===== src/rtl/sol32_bus_pkg.sv =====
// Shared types and helpers for the sol32 core-to-memory bus.
// Latency: n/a (types and a pure function only).
// Backpressure: n/a.
package sol32_bus_pkg;

    typedef enum logic [1:0] {
        IDLE,
        ACCESS,
        RESP
    } arb_state_t;

    typedef enum logic [1:0] {
        W_BYTE = 2'b00,
        W_HALF = 2'b01,
        W_WORD = 2'b10,
        W_RSVD = 2'b11
    } width_t;

    // True when an access of the given size cannot legally start at addr[1:0].
    // The reserved size is always treated as a fault.
    function automatic logic is_misaligned(input logic [1:0] width, input logic [1:0] addr);
        logic bad;
        bad = 1'b0;
        case (width_t'(width))
            W_BYTE:  bad = 1'b0;
            W_HALF:  bad = addr[0];
            W_WORD:  bad = (addr != 2'b00);
            default: bad = 1'b1;
        endcase
        return bad;
    endfunction

endpackage


===== src/rtl/sol32_rr_arbiter.sv =====
// Two-requester (fetch/data) arbiter: round-robin when FAIR=1, data-first when FAIR=0.
// Latency: grant is combinational from the requests; history updates on the accept edge.
// Backpressure: grant is only consumed when the FSM pulses accept; otherwise history holds.
//
// Ports: Clock/Reset, fetch_req/data_req in, accept in (grant taken this cycle),
//        grant_vld out (some request pending), grant_data out (1 = data wins, 0 = fetch wins).
module sol32_rr_arbiter #(
    parameter int FAIR = 1
) (
    input  logic Clock,
    input  logic Reset,
    input  logic fetch_req,
    input  logic data_req,
    input  logic accept,
    output logic grant_vld,
    output logic grant_data
);

    // Remembers who won last; resets to "data" so fetch takes the first tie.
    logic last_data;

    assign grant_vld  = fetch_req | data_req;
    assign grant_data = data_req & (~fetch_req | (FAIR == 0) | ~last_data);

    always_ff @(posedge Clock or negedge Reset) begin
        if (!Reset) begin
            last_data <= 1'b1;
        end else if (accept) begin
            last_data <= grant_data;
        end
    end

endmodule


===== src/rtl/sol32_mem_arbiter.sv =====
// Shares one variable-latency memory port between sol32 instruction fetch and load/store.
// Latency: IDLE (request seen) -> ACCESS -> RESP; a zero-wait memory gives Valid in the third cycle.
// Backpressure: core is held via combinational Stall; memory wait extends ACCESS up to TIMEOUT cycles.
//
// Ports: Clock, Reset (async active-low);
//        fetch side  FetchReq/FetchAddr in, FetchValid/FetchData out;
//        data side   DataRead/DataWrite/DataWidth/DataAddr/DataWrData in, DataValid/DataRdData out;
//        memory side MemReq/MemWrite/MemWidth/MemAddr/MemWrData out, MemReady/MemRdData in;
//        BusError (timeout or alignment fault strobe), Stall (core hold).
module sol32_mem_arbiter
    import sol32_bus_pkg::*;
#(
    parameter int TIMEOUT = 255,
    parameter int FAIR    = 1
) (
    input  logic        Clock,
    input  logic        Reset,
    input  logic        FetchReq,
    input  logic [31:0] FetchAddr,
    output logic        FetchValid,
    output logic [31:0] FetchData,
    input  logic        DataRead,
    input  logic        DataWrite,
    input  logic [1:0]  DataWidth,
    input  logic [31:0] DataAddr,
    input  logic [31:0] DataWrData,
    output logic        DataValid,
    output logic [31:0] DataRdData,
    output logic        MemReq,
    output logic        MemWrite,
    output logic [1:0]  MemWidth,
    output logic [31:0] MemAddr,
    output logic [31:0] MemWrData,
    input  logic        MemReady,
    input  logic [31:0] MemRdData,
    output logic        BusError,
    output logic        Stall
);

    localparam logic [15:0] TMO_LAST = 16'(TIMEOUT - 1);

    arb_state_t  state;
    arb_state_t  state_nxt;
    logic        data_req;
    logic        grant_vld;
    logic        grant_data;
    logic [1:0]  sel_width;
    logic [31:0] sel_addr;
    logic        fault;
    logic        accept;
    logic        timed_out;
    logic        access_done;
    logic [15:0] tmo_cnt;
    logic        cur_data;

    // A simultaneous read+write is treated as a write, so the write bit alone
    // decides the direction once data is granted.
    assign data_req = DataRead | DataWrite;

    sol32_rr_arbiter #(
        .FAIR (FAIR)
    ) u_arb (
        .Clock      (Clock),
        .Reset      (Reset),
        .fetch_req  (FetchReq),
        .data_req   (data_req),
        .accept     (accept),
        .grant_vld  (grant_vld),
        .grant_data (grant_data)
    );

    assign sel_width = grant_data ? DataWidth : W_WORD;
    assign sel_addr  = grant_data ? DataAddr  : FetchAddr;
    assign fault     = is_misaligned(sel_width, sel_addr[1:0]);

    // Faulting grants never touch memory and do not move round-robin history.
    assign accept = (state == IDLE) && grant_vld && !fault;

    // MemReady on the last allowed cycle beats the timeout.
    assign timed_out   = (tmo_cnt == TMO_LAST) && !MemReady;
    assign access_done = MemReady || timed_out;

    assign Stall = (FetchReq & ~FetchValid) | (data_req & ~DataValid);

    always_ff @(posedge Clock or negedge Reset) begin
        if (!Reset) begin
            state <= IDLE;
        end else begin
            state <= state_nxt;
        end
    end

    always_comb begin
        state_nxt = state;
        case (state)
            IDLE: begin
                if (grant_vld) begin
                    state_nxt = fault ? RESP : ACCESS;
                end
            end
            ACCESS: begin
                if (access_done) begin
                    state_nxt = RESP;
                end
            end
            RESP:    state_nxt = IDLE;
            default: state_nxt = IDLE;
        endcase
    end

    // Datapath and result strobes. Strobes default low so each is a single
    // cycle wide, landing in RESP.
    always_ff @(posedge Clock or negedge Reset) begin
        if (!Reset) begin
            MemReq     <= 1'b0;
            MemWrite   <= 1'b0;
            MemWidth   <= 2'b00;
            MemAddr    <= '0;
            MemWrData  <= '0;
            FetchValid <= 1'b0;
            FetchData  <= '0;
            DataValid  <= 1'b0;
            DataRdData <= '0;
            BusError   <= 1'b0;
            tmo_cnt    <= '0;
            cur_data   <= 1'b0;
        end else begin
            FetchValid <= 1'b0;
            DataValid  <= 1'b0;
            BusError   <= 1'b0;
            case (state)
                IDLE: begin
                    if (grant_vld) begin
                        cur_data <= grant_data;
                        if (fault) begin
                            BusError <= 1'b1;
                            if (grant_data) begin
                                DataValid  <= 1'b1;
                                DataRdData <= '0;
                            end else begin
                                FetchValid <= 1'b1;
                                FetchData  <= '0;
                            end
                        end else begin
                            MemReq    <= 1'b1;
                            MemAddr   <= sel_addr;
                            MemWidth  <= sel_width;
                            MemWrite  <= grant_data & DataWrite;
                            MemWrData <= grant_data ? DataWrData : '0;
                            tmo_cnt   <= '0;
                        end
                    end
                end
                ACCESS: begin
                    if (access_done) begin
                        MemReq   <= 1'b0;
                        BusError <= timed_out;
                        if (cur_data) begin
                            DataValid  <= 1'b1;
                            DataRdData <= (MemReady && !MemWrite) ? MemRdData : '0;
                        end else begin
                            FetchValid <= 1'b1;
                            FetchData  <= MemReady ? MemRdData : '0;
                        end
                    end else begin
                        tmo_cnt <= tmo_cnt + 16'd1;
                    end
                end
                default: ;
            endcase
        end
    end

endmodule


===== config.mk =====
export PLATFORM = sky130hd
export DESIGN_NAME = sol32_mem_arbiter
export DESIGN_NICKNAME = d
export VERILOG_FILES = /design/src/rtl/sol32_bus_pkg.sv /design/src/rtl/sol32_rr_arbiter.sv /design/src/rtl/sol32_mem_arbiter.sv
export SDC_FILE = /design/constraint.sdc
export NUM_CORES = 1
export LEC_CHECK = 0
export ABC_AREA = 1
export BUFFER_PORTS_ARGS = -buffer_cell sky130_fd_sc_hd__buf_2
export CORE_MARGIN = 3
export CORE_UTILIZATION = 33
export CTS_BUF_LIST = sky130_fd_sc_hd__clkbuf_8
export CTS_CLUSTER_SIZE = 16
export DETAILED_ROUTE_END_ITERATION = 8
export PLACE_DENSITY_LB_ADDON = 0.08
export SETUP_SLACK_MARGIN = 0.15
export SYNTH_ARGS = -nofsm -noshare
export SYNTH_HDL_FRONTEND = slang
export SYNTH_SLANG_ARGS = --single-unit

===== constraint.sdc =====
create_clock -name Clock -period 2.3 [get_ports Clock]
set_clock_uncertainty 0.2 [all_clocks]
set_input_delay 0.46 -clock Clock [delete_from_list [all_inputs] [get_ports Clock]]
set_output_delay 0.46 -clock Clock [all_outputs]
set_load 0.02 [all_outputs]

==> impl_metrics.ini, run 1 <==
[outcome]
status = complete, no violations

[sta]
clock.fmax_mhz = 487
final_min_period_over_clock_period = 0.892
worstMarginPinSlew_ns = 0.527
finalHoldViolations = 0
rsz0062_at_grt = false
tns_ns = 0
slew-limit-headroom = 0.648
period_minus_slack_ns = 2.05
finalMaxSlewViolations = 0
setup_violations = 0

[layout]
finish.net_count = 1301
layout-drive-gt1-share = 0.310
finalNonFillerCells = 1452
fillers = 2190
area.growth.synth_to_final_pct = 33.3

[clock_tree]
clock_tree.root_cell = sky130_fd_sc_hd__clkbuf_8
clock_latency_ns = 0.45
clock_sinks = 155
clkTransAtPathRegs_ns = 0.09
cts_max_path_buffers = 2
cts_max_level = 4
cts_made_buffers = 17
clock_tree_from_tritoncts = built

[critical_path]
worst-r2r-cell-count = 10
critical_path.reg2reg.endpoint = DataRdData[5]
r2r_start = u_arb.last_data
cp-end-kind = register
timing_worst_setup_path_type = reg -> reg
worst-endpoint-arrival_ns = 2.20
cell_by_cell_listing_of_the_critical_path = nand2_1 > o21ai_4 > nand2_1 > nand2_1 > nand3_4 > nand3b_1 > nand2_1 > buf_12 > nand2_1 > nand2_1
worst_path_max_delay_cell = sky130_fd_sc_hd__dfstp_2
critical_path_peak_fanout = 33
cp.required_ns = 2.45
crit_path_frequent_cell = sky130_fd_sc_hd__nand2_1
startpoint_type = register
reg2reg_setup_slack_ns = 0.25
cp_slowest_stage_delay_ns = 0.54

[synth]
syn_nets = 1029
ys_ff_latch = 155
yosys.area.top_type = sky130_fd_sc_hd__dfrtp_1
synthesis.yosys.warnings = 0
mean_cell_area_of_the_mapped_netlist_sq_um = 8.15
syn-instance-count = 891
synthDominantCellAreaShare = 0.531
syn-cell-area_sq_um = 7260
synth_seq_area_share = 0.534
synth_cell_type_count = 31
netlist_top_cells_area = sky130_fd_sc_hd__dfrtp_1, sky130_fd_sc_hd__nand2_1, sky130_fd_sc_hd__nand3_1

[min_path]
min-delay-start = DataWrData[23]
hold_class = in -> reg
min_delay_path_depth = 3
min_to = MemWrData[23]

[power_and_ir_drop]
irDropWorstVdd_mv = 0.473
leakagePower_nw = 5.43
power.density_cell_area_nw_per_um2 = 1260

[route]
totalWireLength_mm = 24.1
antenna_violating_nets_post_route = 0
detail_route.drc_violations = 0
vias_cell = 4.70
initialDrtViolationCount = 394
dr.pass1.iters = 6
routed_wire_length_per_instance_um = 16.6
vias = 6831

[grt]
grt_remaining_overflow = 0
grt_start_max_net_pins = 65
global_route.usage.total = 0.194
number_of_antenna_violations_at_the_first_check_in_global_routing = 1
first_global_vias = 6582
first_pass_grt_wire_length_mm = 37.0

[floorplan]
dieWidth_um = 154
boundaryPins = 272
rows = 53
fp.dieArea_sq_um = 23800
initial_core_util = 0.340
fp.dieH_um = 154
core_area_sq_um = 21400

[flow_run]
drv.max_cap_violation_count = 0

[placed_design]
number_of_cells_in_the_design_after_placement = 1409
io_buffer_count = 271
place_congestion = 0.837
dp.final_hpwl_mm = 16.9
[cell usage in the layout (no fill, tap or decap), types with 4 or more instances in the layout]
| master | n |
|---|---|
| sky130_fd_sc_hd__o21ai_1 | 51 |
| sky130_fd_sc_hd__or2_2 | 4 |
| sky130_fd_sc_hd__nor2_1 | 52 |
| sky130_fd_sc_hd__buf_2 | 270 |
| sky130_fd_sc_hd__dfrtp_1 | 152 |
| sky130_fd_sc_hd__nor3_1 | 34 |
| sky130_fd_sc_hd__clkbuf_8 | 19 |
| sky130_fd_sc_hd__buf_12 | 8 |
| sky130_fd_sc_hd__buf_4 | 20 |
| sky130_fd_sc_hd__o21ai_0 | 35 |
| sky130_fd_sc_hd__buf_6 | 5 |
| sky130_fd_sc_hd__nand3_1 | 120 |
| sky130_fd_sc_hd__mux2i_1 | 30 |
| sky130_fd_sc_hd__nand2_1 | 259 |
| sky130_fd_sc_hd__inv_1 | 61 |
| sky130_fd_sc_hd__nand2_4 | 4 |
| sky130_fd_sc_hd__nand2_2 | 6 |
[cell usage after synthesis]
| cell | count |
|---|---|
| sky130_fd_sc_hd__dfstp_2 | 1 |
| sky130_fd_sc_hd__nand3b_1 | 3 |
| sky130_fd_sc_hd__o22ai_1 | 1 |
| sky130_fd_sc_hd__xor2_1 | 3 |
| sky130_fd_sc_hd__buf_1 | 4 |
| sky130_fd_sc_hd__or2_2 | 4 |
| sky130_fd_sc_hd__inv_2 | 2 |
| sky130_fd_sc_hd__nand3_1 | 122 |
| sky130_fd_sc_hd__nand2_1 | 268 |
| sky130_fd_sc_hd__nor2_2 | 2 |
| sky130_fd_sc_hd__clkinv_1 | 1 |
| sky130_fd_sc_hd__buf_6 | 1 |
| sky130_fd_sc_hd__o21ai_0 | 36 |
| sky130_fd_sc_hd__clkbuf_1 | 34 |
| sky130_fd_sc_hd__nor3_1 | 34 |
| sky130_fd_sc_hd__and2_0 | 1 |
| sky130_fd_sc_hd__mux2i_1 | 30 |
| sky130_fd_sc_hd__o211ai_1 | 1 |
| sky130_fd_sc_hd__o21ai_1 | 50 |
| sky130_fd_sc_hd__and2_1 | 1 |
| sky130_fd_sc_hd__o21ai_4 | 1 |
| sky130_fd_sc_hd__nand3_2 | 1 |
| sky130_fd_sc_hd__ha_1 | 2 |
| sky130_fd_sc_hd__a21oi_1 | 1 |
| sky130_fd_sc_hd__inv_1 | 60 |
| sky130_fd_sc_hd__dfrtp_1 | 154 |
| sky130_fd_sc_hd__nand2_2 | 1 |
| sky130_fd_sc_hd__nor2_1 | 53 |
| sky130_fd_sc_hd__buf_2 | 16 |
| sky130_fd_sc_hd__o32ai_1 | 1 |
| sky130_fd_sc_hd__nand4_1 | 2 |
[final cells by class]
type | count | area (sq um) | share of cell area
sequential | 155 | 3880 | 0.401
multi-input combinational | 618 | 2980 | 0.308
timing repair buffer | 308 | 1830 | 0.189
tap | 275 | 344 | 0.0355
clock buffer | 19 | 262 | 0.0270
inverter | 63 | 236 | 0.0244
clock inverter | 13 | 141 | 0.0146
antenna | 1 | 2.50 | 0.000258
[kinds of logic (layout without fill, tap and decap cells)]
| kind of cell | count (synthesis) | count (layout) | share of synthesized area |
|---|---|---|---|
| AO/OA/AOI/OAI | 91 | 91 | 0.0653 |
| multiplexers | 30 | 30 | 0.0413 |
| buffers and inverters | 118 | 403 | 0.0648 |
| AND/OR/NAND/NOR | 492 | 492 | 0.287 |
| flip-flops | 155 | 155 | 0.534 |
| adder cells (fa/ha/maj) | 2 | 2 | 0.00344 |
| other | 0 | 1 | 0 |
| XOR/XNOR | 3 | 3 | 0.00362 |
[layer usage]
| layer | wire, um | share of wire | track usage | vias up |
|---|---|---|---|---|
| li1 | - | - | - | 3439 |
| met1 | 11000 | 0.46 | 0.270 | 3122 |
| met2 | 10900 | 0.45 | 0.297 | 252 |
| met3 | 1940 | 0.081 | 0.0590 | 18 |
| met4 | 284 | 0.012 | 0.0463 | 0 |
| met5 | 0 | 0 | 0 | - |
[through the flow]
step / total power [mW] / area, sq um / utilization / setup slack (ns) / hold WS [ns]
floorplan: 7.60 / 7260 / - / 0.322 / -0.0356
global placement: 9.78 / 9060 / 0.424 / 0.121 / 0.255
detailed placement: 9.81 / 9060 / 0.424 / 0.0896 / 0.255
CTS: 12.0 / 9470 / 0.444 / 0.166 / 0.0129
global route: 13.1 / 9680 / 0.453 / 0.141 / 0.0189
finish: 12.2 / 9680 / 0.453 / 0.248 / 0.0556
[repair_timing]
action / CTS / global route
endpoints found under the setup margin: 1 / 147
buffers inserted: 0 / 5
hold buffers: 1 / 0
endpoints found under the hold margin: 42 / 0
pin swaps: 0 / 5
gates cloned: 0 / 4
resized for setup: 1 / 23
[sequential cells by signal, summed over array words and instances (netlist names), 2 cells and up]
name and count:
FetchData 32, MemWrData 32, state 2, MemAddr 32, MemWidth 2, tmo_cnt 16, DataRdData 32
[power by group]
| group | switching, mW | internal [mW] |
|---|---|---|
| Clock | 1.08 | 1.03 |
| Combinational | 3.80 | 1.96 |
| Sequential | 0.574 | 3.72 |
| Total | 5.45 | 6.71 |
[worst max-delay path, delay by kind of cell (launching register included)]
| kind | cells | cell delay (ns) |
|---|---|---|
| flops | 1 | 0.54 |
| buf+inv | 1 | 0.19 |
| simple gates | 8 | 0.90 |
| compound gates | 1 | 0.13 |
[worst max-delay path by stage]
stage                     from             end  slack, ns  depth (start not counted)
2_1_floorplan  u_arb.last_data      MemAddr[0]       0.32                         11
3_3_place_gp         DataWrite      tmo_cnt[1]       0.12                         11
3_5_place_dp         DataWrite  DataRdData[16]       0.09                          9
4_1_cts        u_arb.last_data  DataRdData[16]       0.17                          9
5_1_grt             tmo_cnt[0]   FetchData[16]       0.14                         11
6_report       u_arb.last_data   DataRdData[5]       0.25                         10
Note: power is estimated with default switching activity, not from simulation.
==> inputs of run 2 (changes only) <==
CORE_MARGIN = 1.5   (was 3)
==> impl_metrics.ini, run 2 (synthesis gave the netlist of run 1 again) <==
[min_path]
min_delay_path_depth = 3
hold_class = in -> reg
min-delay-start = DataWrData[17]

[clock_tree]
clock_latency_ns = 0.44
clock_tree_from_tritoncts = built
clock_tree.root_cell = sky130_fd_sc_hd__clkbuf_8
cts_max_path_buffers = 2
clkTransAtPathRegs_ns = 0.10
clock_sinks = 155
cts_made_buffers = 17
cts_max_level = 4

[floorplan]
dieWidth_um = 151
core_area_sq_um = 21700
boundaryPins = 272
initial_core_util = 0.335
fp.dieArea_sq_um = 22900
fp.dieH_um = 151
rows = 54

[route]
vias_cell = 4.68
dr.pass1.iters = 4
initialDrtViolationCount = 294
routed_wire_length_per_instance_um = 15.7
antenna_violating_nets_post_route = 0
totalWireLength_mm = 22.8
detail_route.drc_violations = 0
vias = 6790

[layout]
fillers = 2235
finish.net_count = 1297
mostFrequentLayoutCells = sky130_fd_sc_hd__buf_2, sky130_fd_sc_hd__nand2_1, sky130_fd_sc_hd__dfrtp_1
most_common_library_cell_in_the_layout_ignoring_fill_and_taps = sky130_fd_sc_hd__buf_2
area.growth.synth_to_final_pct = 33.0
num_antenna_cells = 0
finalNonFillerCells = 1452
layout-drive-gt1-share = 0.302

[grt]
grt_remaining_overflow = 0
number_of_antenna_violations_at_the_first_check_in_global_routing = 0
global_route.usage.total = 0.195
first_global_vias = 6539
grt_start_max_net_pins = 65
first_pass_grt_wire_length_mm = 34.8

[sta]
slew-limit-headroom = 0.604
finalHoldViolations = 0
finalMaxSlewViolations = 0
period_minus_slack_ns = 2.02
tns_ns = 0
finalWorstSetupSlack_ns = 0.279
worstMarginPinSlew_ns = 0.592
setup_violations = 0
final_min_period_over_clock_period = 0.879
clock.fmax_mhz = 495
rsz0062_at_grt = false
timing.hold.ws_ns = 0.0530

[critical_path]
startpoint_type = register
timing_worst_setup_path_type = reg -> reg
setup.worst_path.start = u_arb.last_data
cp-end-kind = register
worst-endpoint-arrival_ns = 2.16
critical_path_peak_fanout = 30
r2r_start = u_arb.last_data
cp.required_ns = 2.44
worst-r2r-cell-count = 10

[power_and_ir_drop]
p_sw_frac = 0.448
total_power_mw = 12.2
pwr-share-seq = 0.349
p_clk_frac = 0.186
irDropWorstVdd_mv = 0.438
intPower_mw = 6.74
part_of_the_power_in_combinational_logic = 0.464
p_switching_mw = 5.47
leakagePower_nw = 5.43
power.density_cell_area_nw_per_um2 = 1260

[outcome]
status = complete, no violations

[placed_design]
number_of_cells_in_the_design_after_placement = 1414
place_congestion = 0.797
io_buffer_count = 271
dp.final_hpwl_mm = 16.3
place_ws_ns = 0.136

[flow_run]
drv.max_cap_violation_count = 0
==> run 2: changes by cell type in the layout (fill, tap and decap cells not counted), sizes merged <==
| cell | before | now |
|---|---|---|
| inv | 66 | 72 |
| clkbuf | 22 | 18 |
| clkinv | 6 | 2 |
| buf | 304 | 302 |
| bufinv | 2 | 3 |
| clkinvlp | 2 | 1 |
| diode | 1 | 0 |
==> run 2: power by group through the flow <==
stage               registers (mW)  logic [mW]  clock network [mW]
detailed placement            4.31        5.60                   0
global placement              4.31        5.56                   0
floorplan                     5.44        2.16                   0
global route                  4.40        6.23                2.46
CTS                           4.27        5.61                2.34
finish                        4.27        5.67                2.28
==> run 2: worst paths after layout <==
kind	to	slack, ns
worst max register to register	DataRdData[9]	0.28
worst min register to register	u_arb.last_data	0.28
worst max-delay path	DataRdData[9]	0.28
max in group asynchronous	DataRdData[20]	0.99
min in group asynchronous	MemAddr[15]	0.30
worst min-delay path	MemWrData[17]	0.05
==> run 2: timing repair <==
item                                   in CTS  in global routing
resized for setup                           0                  8
endpoints found under the hold margin      39                  0
setup buffers                               0                  4
hold buffers                                1                  0
setup endpoints to repair                   0                131
==> run 2: cell type report <==
cell class | instances | area (sq um) | share of cell area
Clock buffer | 17 | 234 | 0.0242
Multi-Input combinational cell | 618 | 2950 | 0.306
Clock inverter | 15 | 198 | 0.0205
Tap cell | 280 | 350 | 0.0363
Sequential cell | 155 | 3880 | 0.402
Inverter | 63 | 236 | 0.0245
Timing Repair Buffer | 304 | 1810 | 0.187
==> run 2: metrics by stage <==
step	instance area, sq um	utilization
floorplan	7260	-
global placement	9130	0.421
detailed placement	9130	0.421
CTS	9570	0.441
global route	9660	0.445
finish	9660	0.445
==> run 2: routing by layer <==
metal,global-route usage,up-vias,wire length (um)
li1,-,3426,-
met3,0.0557,11,1740
met1,0.254,3139,10100
met2,0.320,214,10700
met5,0,-,0
met4,0.0461,0,312
==> run 2: worst max-delay path, cell delays in order, from the launching register on <==
cell and delay (ns):
sky130_fd_sc_hd__dfstp_2 0.55, sky130_fd_sc_hd__nand2_2 0.08, sky130_fd_sc_hd__o21ai_4 0.11, sky130_fd_sc_hd__nand2_1 0.07, sky130_fd_sc_hd__nand2_1 0.10, sky130_fd_sc_hd__nand3_2 0.13
sky130_fd_sc_hd__nand3b_1 0.23, sky130_fd_sc_hd__nand2_2 0.11, sky130_fd_sc_hd__buf_12 0.18, sky130_fd_sc_hd__nand2_1 0.08, sky130_fd_sc_hd__nand2_1 0.05
==> inputs of run 3 (changes only) <==
CORE_UTILIZATION = 35   (was 33)
SLEW_MARGIN = 20   (was not set)
==> impl_metrics.ini, run 3 (synthesis gave the netlist of run 1 again) <==
[route]
totalWireLength_mm = 22.7
dr.pass1.iters = 5
routed_wire_length_per_instance_um = 15.8
vias = 6788
met2_length_mm = 10.8
antenna_violating_nets_post_route = 0
initialDrtViolationCount = 310
met3_wirelength_mm = 1.76
vias_cell = 4.71
wl_met1_mm = 10.0
detail_route.drc_violations = 0
top_layer_used = met4

[placed_design]
dp.final_hpwl_mm = 16.1
place_congestion = 0.808
io_buffer_count = 271
number_of_cells_in_the_design_after_placement = 1404

[floorplan]
dieWidth_um = 147
fp.dieArea_sq_um = 21600
initial_core_util = 0.358
core_area_sq_um = 20300
rows = 52
boundaryPins = 272
fp.dieH_um = 147

[layout]
mostFrequentLayoutCells = sky130_fd_sc_hd__buf_2, sky130_fd_sc_hd__nand2_1, sky130_fd_sc_hd__dfrtp_1
layout-drive-gt1-share = 0.303
finish.net_count = 1297
num_antenna_cells = 0
most_common_library_cell_in_the_layout_ignoring_fill_and_taps = sky130_fd_sc_hd__buf_2
area.growth.synth_to_final_pct = 32.2
finalNonFillerCells = 1442

[grt]
number_of_antenna_violations_at_the_first_check_in_global_routing = 0
first_pass_grt_wire_length_mm = 35.6
grt_start_max_net_pins = 55
grt_remaining_overflow = 0
global_route.usage.total = 0.211
first_global_vias = 6513

[critical_path]
r2r_start = u_arb.last_data
critical_path_peak_fanout = 26
cp.required_ns = 2.45
reg2reg_setup_slack_ns = 0.29
cell_by_cell_listing_of_the_critical_path = nand2_2 > o21ai_4 > inv_2 > nand2_1 > nand3_2 > nand2_2 > nand2_4 > buf_12 > o21ai_0
timing_worst_setup_path_type = reg -> reg
crit_path_frequent_cell = sky130_fd_sc_hd__nand2_2
startpoint_type = register
critical_path.reg2reg.endpoint = MemAddr[13]
cp_slowest_stage_delay_ns = 0.55
worst-r2r-cell-count = 9
worst_path_max_delay_cell = sky130_fd_sc_hd__dfstp_2
worst-endpoint-arrival_ns = 2.16
cp-end-kind = register

[clock_tree]
clkTransAtPathRegs_ns = 0.09
cts_made_buffers = 17
clock_sinks = 155
clock_tree.root_cell = sky130_fd_sc_hd__clkbuf_8
clock_tree_from_tritoncts = built
clock_latency_ns = 0.45
cts_max_level = 4
cts_max_path_buffers = 2

[sta]
setup_violations = 0
finalHoldViolations = 0
finalMaxSlewViolations = 0
tns_ns = 0
period_minus_slack_ns = 2.01
slew-limit-headroom = 0.664
final_min_period_over_clock_period = 0.872
clock.fmax_mhz = 499
rsz0062_at_grt = false
worstMarginPinSlew_ns = 0.504

[min_path]
min-delay-start = DataWrData[31]
min_to = MemWrData[31]
hold_class = in -> reg
min_delay_path_depth = 3

[power_and_ir_drop]
power.density_cell_area_nw_per_um2 = 1250
irDropWorstVdd_mv = 0.518
leakagePower_nw = 5.41

[outcome]
status = complete, no violations

[flow_run]
drv.max_cap_violation_count = 0
[run 3: cell types whose count changed in the layout (fill, tap and decap cells not counted), moves of 2 or more]
cell / before / now
sky130_fd_sc_hd__inv_8: 3 / 0
sky130_fd_sc_hd__buf_6: 1 / 3
sky130_fd_sc_hd__clkinvlp_4: 1 / 3
sky130_fd_sc_hd__buf_12: 14 / 12
sky130_fd_sc_hd__clkinv_4: 0 / 2
[run 3: repair_timing]
action	4_1_cts	5_1_grt
setup endpoints to repair	0	144
hold buffers	1	0
endpoints found under the hold margin	41	0
setup buffers	0	3
resized for setup	0	11
[run 3: final cells by class]
cell class              instances  area [sq um]
well taps                     270           338
multi-input cells             618          2950
fillers                      2096         10700
repair buffers                304          1810
flip-flops and latches        155          3880
clock inverters                15           163
clock buffers                  17           234
inverters                      63           236
[run 3: worst max-delay path: cells and delay by family, from the launching register on]
kind / cells / cell delay [ns]
AND/OR/NAND/NOR: 5 / 0.60
flip-flops: 1 / 0.55
buffers and inverters: 2 / 0.29
AO/OA/AOI/OAI: 2 / 0.28
[run 3: worst max-delay path by stage]
stage                         start           end  slack [ns]
finish              u_arb.last_data   MemAddr[13]        0.29
floorplan           u_arb.last_data    MemAddr[0]        0.32
global route             tmo_cnt[6]  FetchData[2]        0.15
CTS                 u_arb.last_data  MemWrData[2]        0.22
detailed placement        DataWrite    tmo_cnt[0]        0.15
global placement          DataWrite  FetchData[1]        0.14
[run 3: where the power goes]
part | switching [mW] | internal, mW | total (mW)
Combinational | 3.74 | 1.90 | 5.64
Clock | 1.11 | 0.983 | 2.10
Sequential | 0.537 | 3.72 | 4.26
[run 3: layer usage]
| layer | vias to the layer above | global-route usage |
|---|---|---|
| met4 | 0 | 0.0525 |
| li1 | 3422 | - |
| met1 | 3109 | 0.281 |
| met5 | - | 0 |
| met2 | 242 | 0.341 |
| met3 | 15 | 0.0562 |
[run 3: through the flow]
step	hold slack, ns	power (mW)	util	instance area, sq um	setup WS, ns
floorplan	-0.0356	7.60	-	7260	0.322
global placement	0.250	9.85	0.448	9090	0.141
detailed placement	0.255	9.88	0.448	9090	0.151
CTS	0.00841	12.0	0.468	9500	0.220
global route	0.0138	12.9	0.473	9600	0.151
finish	0.0500	12.0	0.473	9600	0.294
